$ cat config.mk
export PLATFORM = sky130hd
export DESIGN_NAME = temp_disp_ctrl
export DESIGN_NICKNAME = d
export VERILOG_FILES = /design/src/rtl/temp_disp_ctrl.sv
export SDC_FILE = /design/constraint.sdc
export NUM_CORES = 1
export LEC_CHECK = 0
export ABC_AREA = 1
export CORE_MARGIN = 3
export CORE_UTILIZATION = 60
export CTS_CLUSTER_DIAMETER = 60
export DETAILED_ROUTE_END_ITERATION = 7
export PLACE_DENSITY = 0.8
export SYNTH_ARGS = -nofsm -noshare
export SYNTH_HDL_FRONTEND = slang
export SYNTH_SLANG_ARGS = --single-unit
$ cat constraint.sdc
create_clock -name clk_100MHz -period 3.7 [get_ports clk_100MHz]
set_input_delay 0.37 -clock clk_100MHz [delete_from_list [all_inputs] [get_ports clk_100MHz]]
set_output_delay 0.37 -clock clk_100MHz [all_outputs]
set_load 0.01 [all_outputs]
$ cat src/rtl/temp_disp_ctrl.sv
// Display scheduler for the temperature readout: latches C/F samples, tracks min/max F,
// and sequences the shown view by button or dwell timer, blanking on missing/stale data.
module temp_disp_ctrl #(
   parameter int DWELL_CYCLES = 300_000_000,
   parameter int STALE_CYCLES = 200_000_000
) (
   input  logic       clk_100MHz,
   input  logic       reset,
   input  logic [7:0] c_data,
   input  logic [7:0] f_data,
   input  logic       sample_valid,
   input  logic       btn_next,
   input  logic       btn_auto,
   input  logic       clear_mm,
   output logic [7:0] disp_data,
   output logic [1:0] disp_unit,
   output logic       disp_blank,
   output logic       sample_ack
);

   localparam int DW = $clog2(DWELL_CYCLES);
   localparam int SW = $clog2(STALE_CYCLES);
   localparam logic [DW-1:0] DWELL_LAST = DW'(DWELL_CYCLES - 1);
   localparam logic [SW-1:0] STALE_LAST = SW'(STALE_CYCLES - 1);

   localparam logic [2:0] NO_DATA  = 3'd0;
   localparam logic [2:0] SHOW_C   = 3'd1;
   localparam logic [2:0] SHOW_F   = 3'd2;
   localparam logic [2:0] SHOW_MAX = 3'd3;
   localparam logic [2:0] SHOW_MIN = 3'd4;

   logic [2:0]    state_q, state_d;
   logic [DW-1:0] dwell_q, dwell_d;
   logic [SW-1:0] stale_q, stale_d;
   logic [7:0]    c_q, f_q, max_q, max_d, min_q, min_d;
   logic          mm_valid_q, mm_valid_d;
   logic          btn_next_q, clear_mm_q;
   logic          ack_pend_q, sample_ack_q;
   logic [7:0]    disp_data_q, disp_data_d;
   logic [1:0]    disp_unit_q, disp_unit_d;
   logic          disp_blank_q, disp_blank_d;

   logic next_edge, clear_edge, showing, dwell_done, advance, stale;

   assign next_edge  = btn_next & ~btn_next_q;
   assign clear_edge = clear_mm & ~clear_mm_q;
   assign showing    = (state_q != NO_DATA);
   assign dwell_done = (dwell_q == DWELL_LAST);
   // Button and timer expiry are OR-ed so a coincidence still yields a single step.
   assign advance    = showing & (next_edge | (btn_auto & dwell_done));
   assign stale      = (stale_q == STALE_LAST);

   always_comb begin
      state_d = state_q;
      case (state_q)
         NO_DATA:  if (sample_valid) state_d = SHOW_C;
         SHOW_C:   if (advance) state_d = SHOW_F;
         SHOW_F:   if (advance) state_d = SHOW_MAX;
         SHOW_MAX: if (advance) state_d = SHOW_MIN;
         SHOW_MIN: if (advance) state_d = SHOW_C;
         default:  state_d = NO_DATA;
      endcase
   end

   always_comb begin
      if (!showing || !btn_auto || advance) dwell_d = '0;
      else                                  dwell_d = dwell_q + DW'(1);
   end

   always_comb begin
      if (sample_valid) stale_d = '0;
      else if (stale)   stale_d = stale_q;
      else              stale_d = stale_q + SW'(1);
   end

   // A clear coinciding with a sample lets that sample seed min/max.
   always_comb begin
      max_d      = max_q;
      min_d      = min_q;
      mm_valid_d = mm_valid_q;
      if (sample_valid) begin
         if (!mm_valid_q || clear_edge) begin
            max_d = f_data;
            min_d = f_data;
         end else begin
            if (f_data > max_q) max_d = f_data;
            if (f_data < min_q) min_d = f_data;
         end
         mm_valid_d = 1'b1;
      end else if (clear_edge) begin
         mm_valid_d = 1'b0;
      end
   end

   always_comb begin
      disp_data_d  = 8'd0;
      disp_unit_d  = 2'd0;
      disp_blank_d = stale;
      case (state_q)
         SHOW_C: begin
            disp_data_d = c_q;
            disp_unit_d = 2'd0;
         end
         SHOW_F: begin
            disp_data_d = f_q;
            disp_unit_d = 2'd1;
         end
         SHOW_MAX: begin
            disp_data_d  = max_q;
            disp_unit_d  = 2'd2;
            disp_blank_d = stale | ~mm_valid_q;
         end
         SHOW_MIN: begin
            disp_data_d  = min_q;
            disp_unit_d  = 2'd3;
            disp_blank_d = stale | ~mm_valid_q;
         end
         default: begin
            disp_data_d  = 8'd0;
            disp_unit_d  = 2'd0;
            disp_blank_d = 1'b1;
         end
      endcase
   end

   always_ff @(posedge clk_100MHz or posedge reset) begin
      if (reset) begin
         state_q      <= NO_DATA;
         dwell_q      <= '0;
         stale_q      <= '0;
         c_q          <= 8'd0;
         f_q          <= 8'd0;
         max_q        <= 8'd0;
         min_q        <= 8'd0;
         mm_valid_q   <= 1'b0;
         btn_next_q   <= 1'b0;
         clear_mm_q   <= 1'b0;
         ack_pend_q   <= 1'b0;
         sample_ack_q <= 1'b0;
         disp_data_q  <= 8'd0;
         disp_unit_q  <= 2'd0;
         disp_blank_q <= 1'b1;
      end else begin
         state_q      <= state_d;
         dwell_q      <= dwell_d;
         stale_q      <= stale_d;
         if (sample_valid) begin
            c_q <= c_data;
            f_q <= f_data;
         end
         max_q        <= max_d;
         min_q        <= min_d;
         mm_valid_q   <= mm_valid_d;
         btn_next_q   <= btn_next;
         clear_mm_q   <= clear_mm;
         // Ack is delayed one extra edge so it lines up with the refreshed display.
         ack_pend_q   <= sample_valid;
         sample_ack_q <= ack_pend_q;
         disp_data_q  <= disp_data_d;
         disp_unit_q  <= disp_unit_d;
         disp_blank_q <= disp_blank_d;
      end
   end

   assign disp_data  = disp_data_q;
   assign disp_unit  = disp_unit_q;
   assign disp_blank = disp_blank_q;
   assign sample_ack = sample_ack_q;

endmodule

==> summary.txt <==
Outcome
  – Status: finished, final reports clean

Worst setup path
  – Worst Path Max Fanout: 9
  – WP data required: 3960 ps
  – Crit start category: input pin
  – Worst path bufs/invs: 1
  – Crit-path max cell delay: 510 ps
  – Reg2reg setup slack: about 1700 ps
  – Most used cell, CP: nand2_1
  – Crit end category: flip-flop
  – Critical path cell sequence: clkdlybuf4s50_1, ha_1, nand2_1, nor2_1, nand2_1, nand2_1, nand2_1, nand2_1, nand2_1, nand2_1, nand2_1
  – Register-to-Register Path Depth: 11
  – Top delay family on crit path: simple AND/OR/NAND/NOR gates
  – Critical-path top delay cell: clkdlybuf4s50_1
  – Worst Path Arrival: 2360 ps
  – Reg-to-reg endpoint: max_q[2]$_DFFE_PP0P_
  – CP Class: in2reg
  – R2r startpoint: max_q[7]$_DFFE_PP0P_

Placed design
  – Placed cells: ~900
  – IO Port Bufs: 33
  – Placed inst area: 6320 µm²
  – Dpl hpwl: 9740 µm
  – Placer Congestion: 0.951

STA
  – Pins over their slew limit: 0
  – RSZ-0062 raised after global routing: no
  – Relative slew slack: 0.545
  – Tmin final: between 2000 and 2500 ps
  – FMAX: 0.477 GHz
  – Final period util: 0.567
  – Final setup fails: 0
  – TNS Setup: 0 ps
  – Fin. Hold Viols: 0
  – Tightest Pin Transition: about 680 ps
  – Setup Skew: 12.4 ps

Logic synthesis
  – Number of synthesis warnings: 0
  – Post-synthesis compound-gate area fraction: 0.0482
  – Post-synth EDFFs: 0
  – Synth Area in Adders: 0.0363
  – Gate Count Post-Synth: 767
  – Netlist cell types: 33
  – Post-Synth XOR/XNOR Area: 0.0493
  – Sequential area share after synthesis: 0.461
  – Simple-gate share of the synthesized area: 0.331
  – Synth Cell Area: 5870 µm²
  – Synth Register Bits: around 110
  – Area leader, netlist: dfrtp_1
  – Async SR Flop Fraction: 1.00
  – Syn_area_per_cell: 7.65 µm²
  – Post-synthesis mux area share: 0
  – Ranking of synthesized cells by area: dfrtp_1, nand2_1, nor2_1, inv_1, nand3_1
  – Top_reg_cell synth: dfrtp_1
  – Largest family of logic cells by synthesized area: simple AND/OR/NAND/NOR gates
  – Syn Nets: ~810
  – Area share of the largest cell type after synthesis: 0.456

Global route
  – Vias in the first global route: between 4000 and 5000
  – Tot GR Track Use: 0.249
  – Pin count of the biggest net entering global routing: 96
  – Initial antenna violation count: 0
  – First-pass GRT wire length: about 23000 µm
  – Remaining global-route overflow: 0

Floorplan
  – Die extent in x: 105 µm
  – Io pins: 34
  – Core area: 9370 µm²
  – Row cnt: 35
  – Initial Util: 0.626
  – Die Y: 105 µm
  – Die area: 11000 µm²

Finish
  – Share of cells above drive strength 1: 0.0522
  – Finished Layout Cells: 934
  – Layout Area Growth over Synthesis: 10.7%
  – Diodes inserted: 0
  – Post-route cell area: 6490 µm²
  – Final layout net count: 840

Drt
  – Final antenna-violating net count: 0
  – Initial drt markers: 292
  – Vias per cell: about 5.4
  – Wire length per cell: 13.8 µm
  – TritonRoute pass-1 iters: 6
  – Routed wire length: 12900 µm
  – DRC violations left: 0
  – Vias: 5049

Clock network
  – Hold_buf cts: 0
  – Clk Tree Root Cell: clkbuf_8
  – CTS Sinks: between 100 and 150
  – CTS buffer count: 9
  – Setup Fix Bufs, Post-CTS: 0
  – Post-CTS resize count: 0
  – H-tree depth: 3
  – TritonCTS clock tree: done
  – Clk buf depth: 2
  – Reg clk slew, reported paths: approximately 110 ps
  – Clk_lat worst skew: 370 ps

Pwr
  – Worst IR Drop VDD: 0.000249 V
  – Pwr Total: around 0.0029 W
  – Static Leakage: just under 3 nW
  – Pwr dens: approximately 440 nW/µm²

Hold path
  – HP Class: in2async

Run
  – Max-cap viol count: 0
==> cells in the mapped netlist, types with 2 or more instances <==
cell	count
or2_2	3
nand3_1	53
o2111ai_1	5
o22ai_1	3
nor3_1	24
ha_1	17
buf_6	2
nor3_2	2
xnor2_1	7
nand2_4	2
inv_2	3
nand4_1	16
a21oi_1	17
nand3_2	2
xor2_1	26
clkbuf_1	8
nor3_4	2
inv_1	97
o21ai_0	11
o221ai_1	3
nor2_4	3
o21a_1	3
nor2_1	110
dfrtp_1	107
nand2_1	228
buf_2	2
o31ai_1	3
nor2_2	3
==> where the power goes <==
part,internal [W],switching [W],leakage (nW),total (W)
Combinational,0.000289,0.000492,1.46,0.000781
Sequential,0.00133,0.0000891,1.42,0.00142
Clock,0.000250,0.000410,0.0812,0.000659
Total,0.00187,0.000991,2.96,0.00286
==> worst reg2reg max path, stage by stage (launching register included) <==
cell	delay, ps
dfrtp_1	390
inv_1	70
ha_1	300
nand2_1	70
nor2_1	160
nand2_1	70
nand2_1	60
nand2_1	50
nand2_1	220
nand2_1	270
nand2_1	150
nand2_1	60
==> cells in the final DEF (no fill, tap or decap), drive strengths merged, types with 4 or more instances in the layout <==
cell type and n:
clkbuf 9, or2 4, inv 102, dfrtp 107
nand3 55, nand4 16, xor2 26, nand2 231
nor3 28, o21ai 12, a21oi 17, clkdlybuf4s50 32
nor2 116, o2111ai 5, ha 17, xnor2 7
==> flip-flops by register name, summed over array words and instances (netlist names), 2 cells and up <==
signal / cells
dwell_q: 29
min_q: 8
max_q: 8
disp_unit: 2
state_q: 3
stale_q: 28
disp_data: 8
c_q: 8
f_q: 8
==> worst max-delay path by stage <==
| stage | start | to | cells past startpoint |
|---|---|---|---|
| after floorplan | reset | ack_pend_q$_DFF_PP0_ | 1 |
| after global placement | f_data[3] | max_q[3]$_DFFE_PP0P_ | 13 |
| after detailed placement | f_data[3] | max_q[2]$_DFFE_PP0P_ | 13 |
| after CTS | f_data[3] | max_q[2]$_DFFE_PP0P_ | 13 |
| after global routing | f_data[3] | max_q[4]$_DFFE_PP0P_ | 13 |
| final | f_data[7] | max_q[2]$_DFFE_PP0P_ | 11 |
==> cells by family (layout without fill, tap and decap cells) <==
family / count (synthesis) / in the layout
buffers and inverters: 112 / 150
AND/OR/NAND/NOR: 451 / 451
XOR/XNOR: 33 / 33
flip-flops: 108 / 108
AO/OA/AOI/OAI: 46 / 46
adder cells (fa/ha/maj): 17 / 17
==> layout make-up <==
type,count,area [µm²]
fillers,811,2880
multi-input cells,547,2720
flip-flops and latches,108,2700
inverters,100,378
repair buffers,35,353
well taps,129,161
clock buffers,9,124
clock inverters,6,50.0
==> layer usage <==
metal	wire, µm	vias up	track usage
met1	5710	2378	0.342
li1	-	2492	-
met5	0	-	0
met4	188	0	0.0628
met3	763	22	0.0488
met2	6260	157	0.409
==> stage by stage <==
step | worst slack [ps] | util | hold slack [ps]
2_1_floorplan | 486 | - | 331
3_3_place_gp | 1390 | 0.674 | 335
3_5_place_dp | 1240 | 0.674 | 336
4_1_cts | 1640 | 0.693 | 250
5_1_grt | 1420 | 0.693 | 261
6_report | 1600 | 0.693 | 258
No activity file was read; power rests on OpenSTA's default activity.
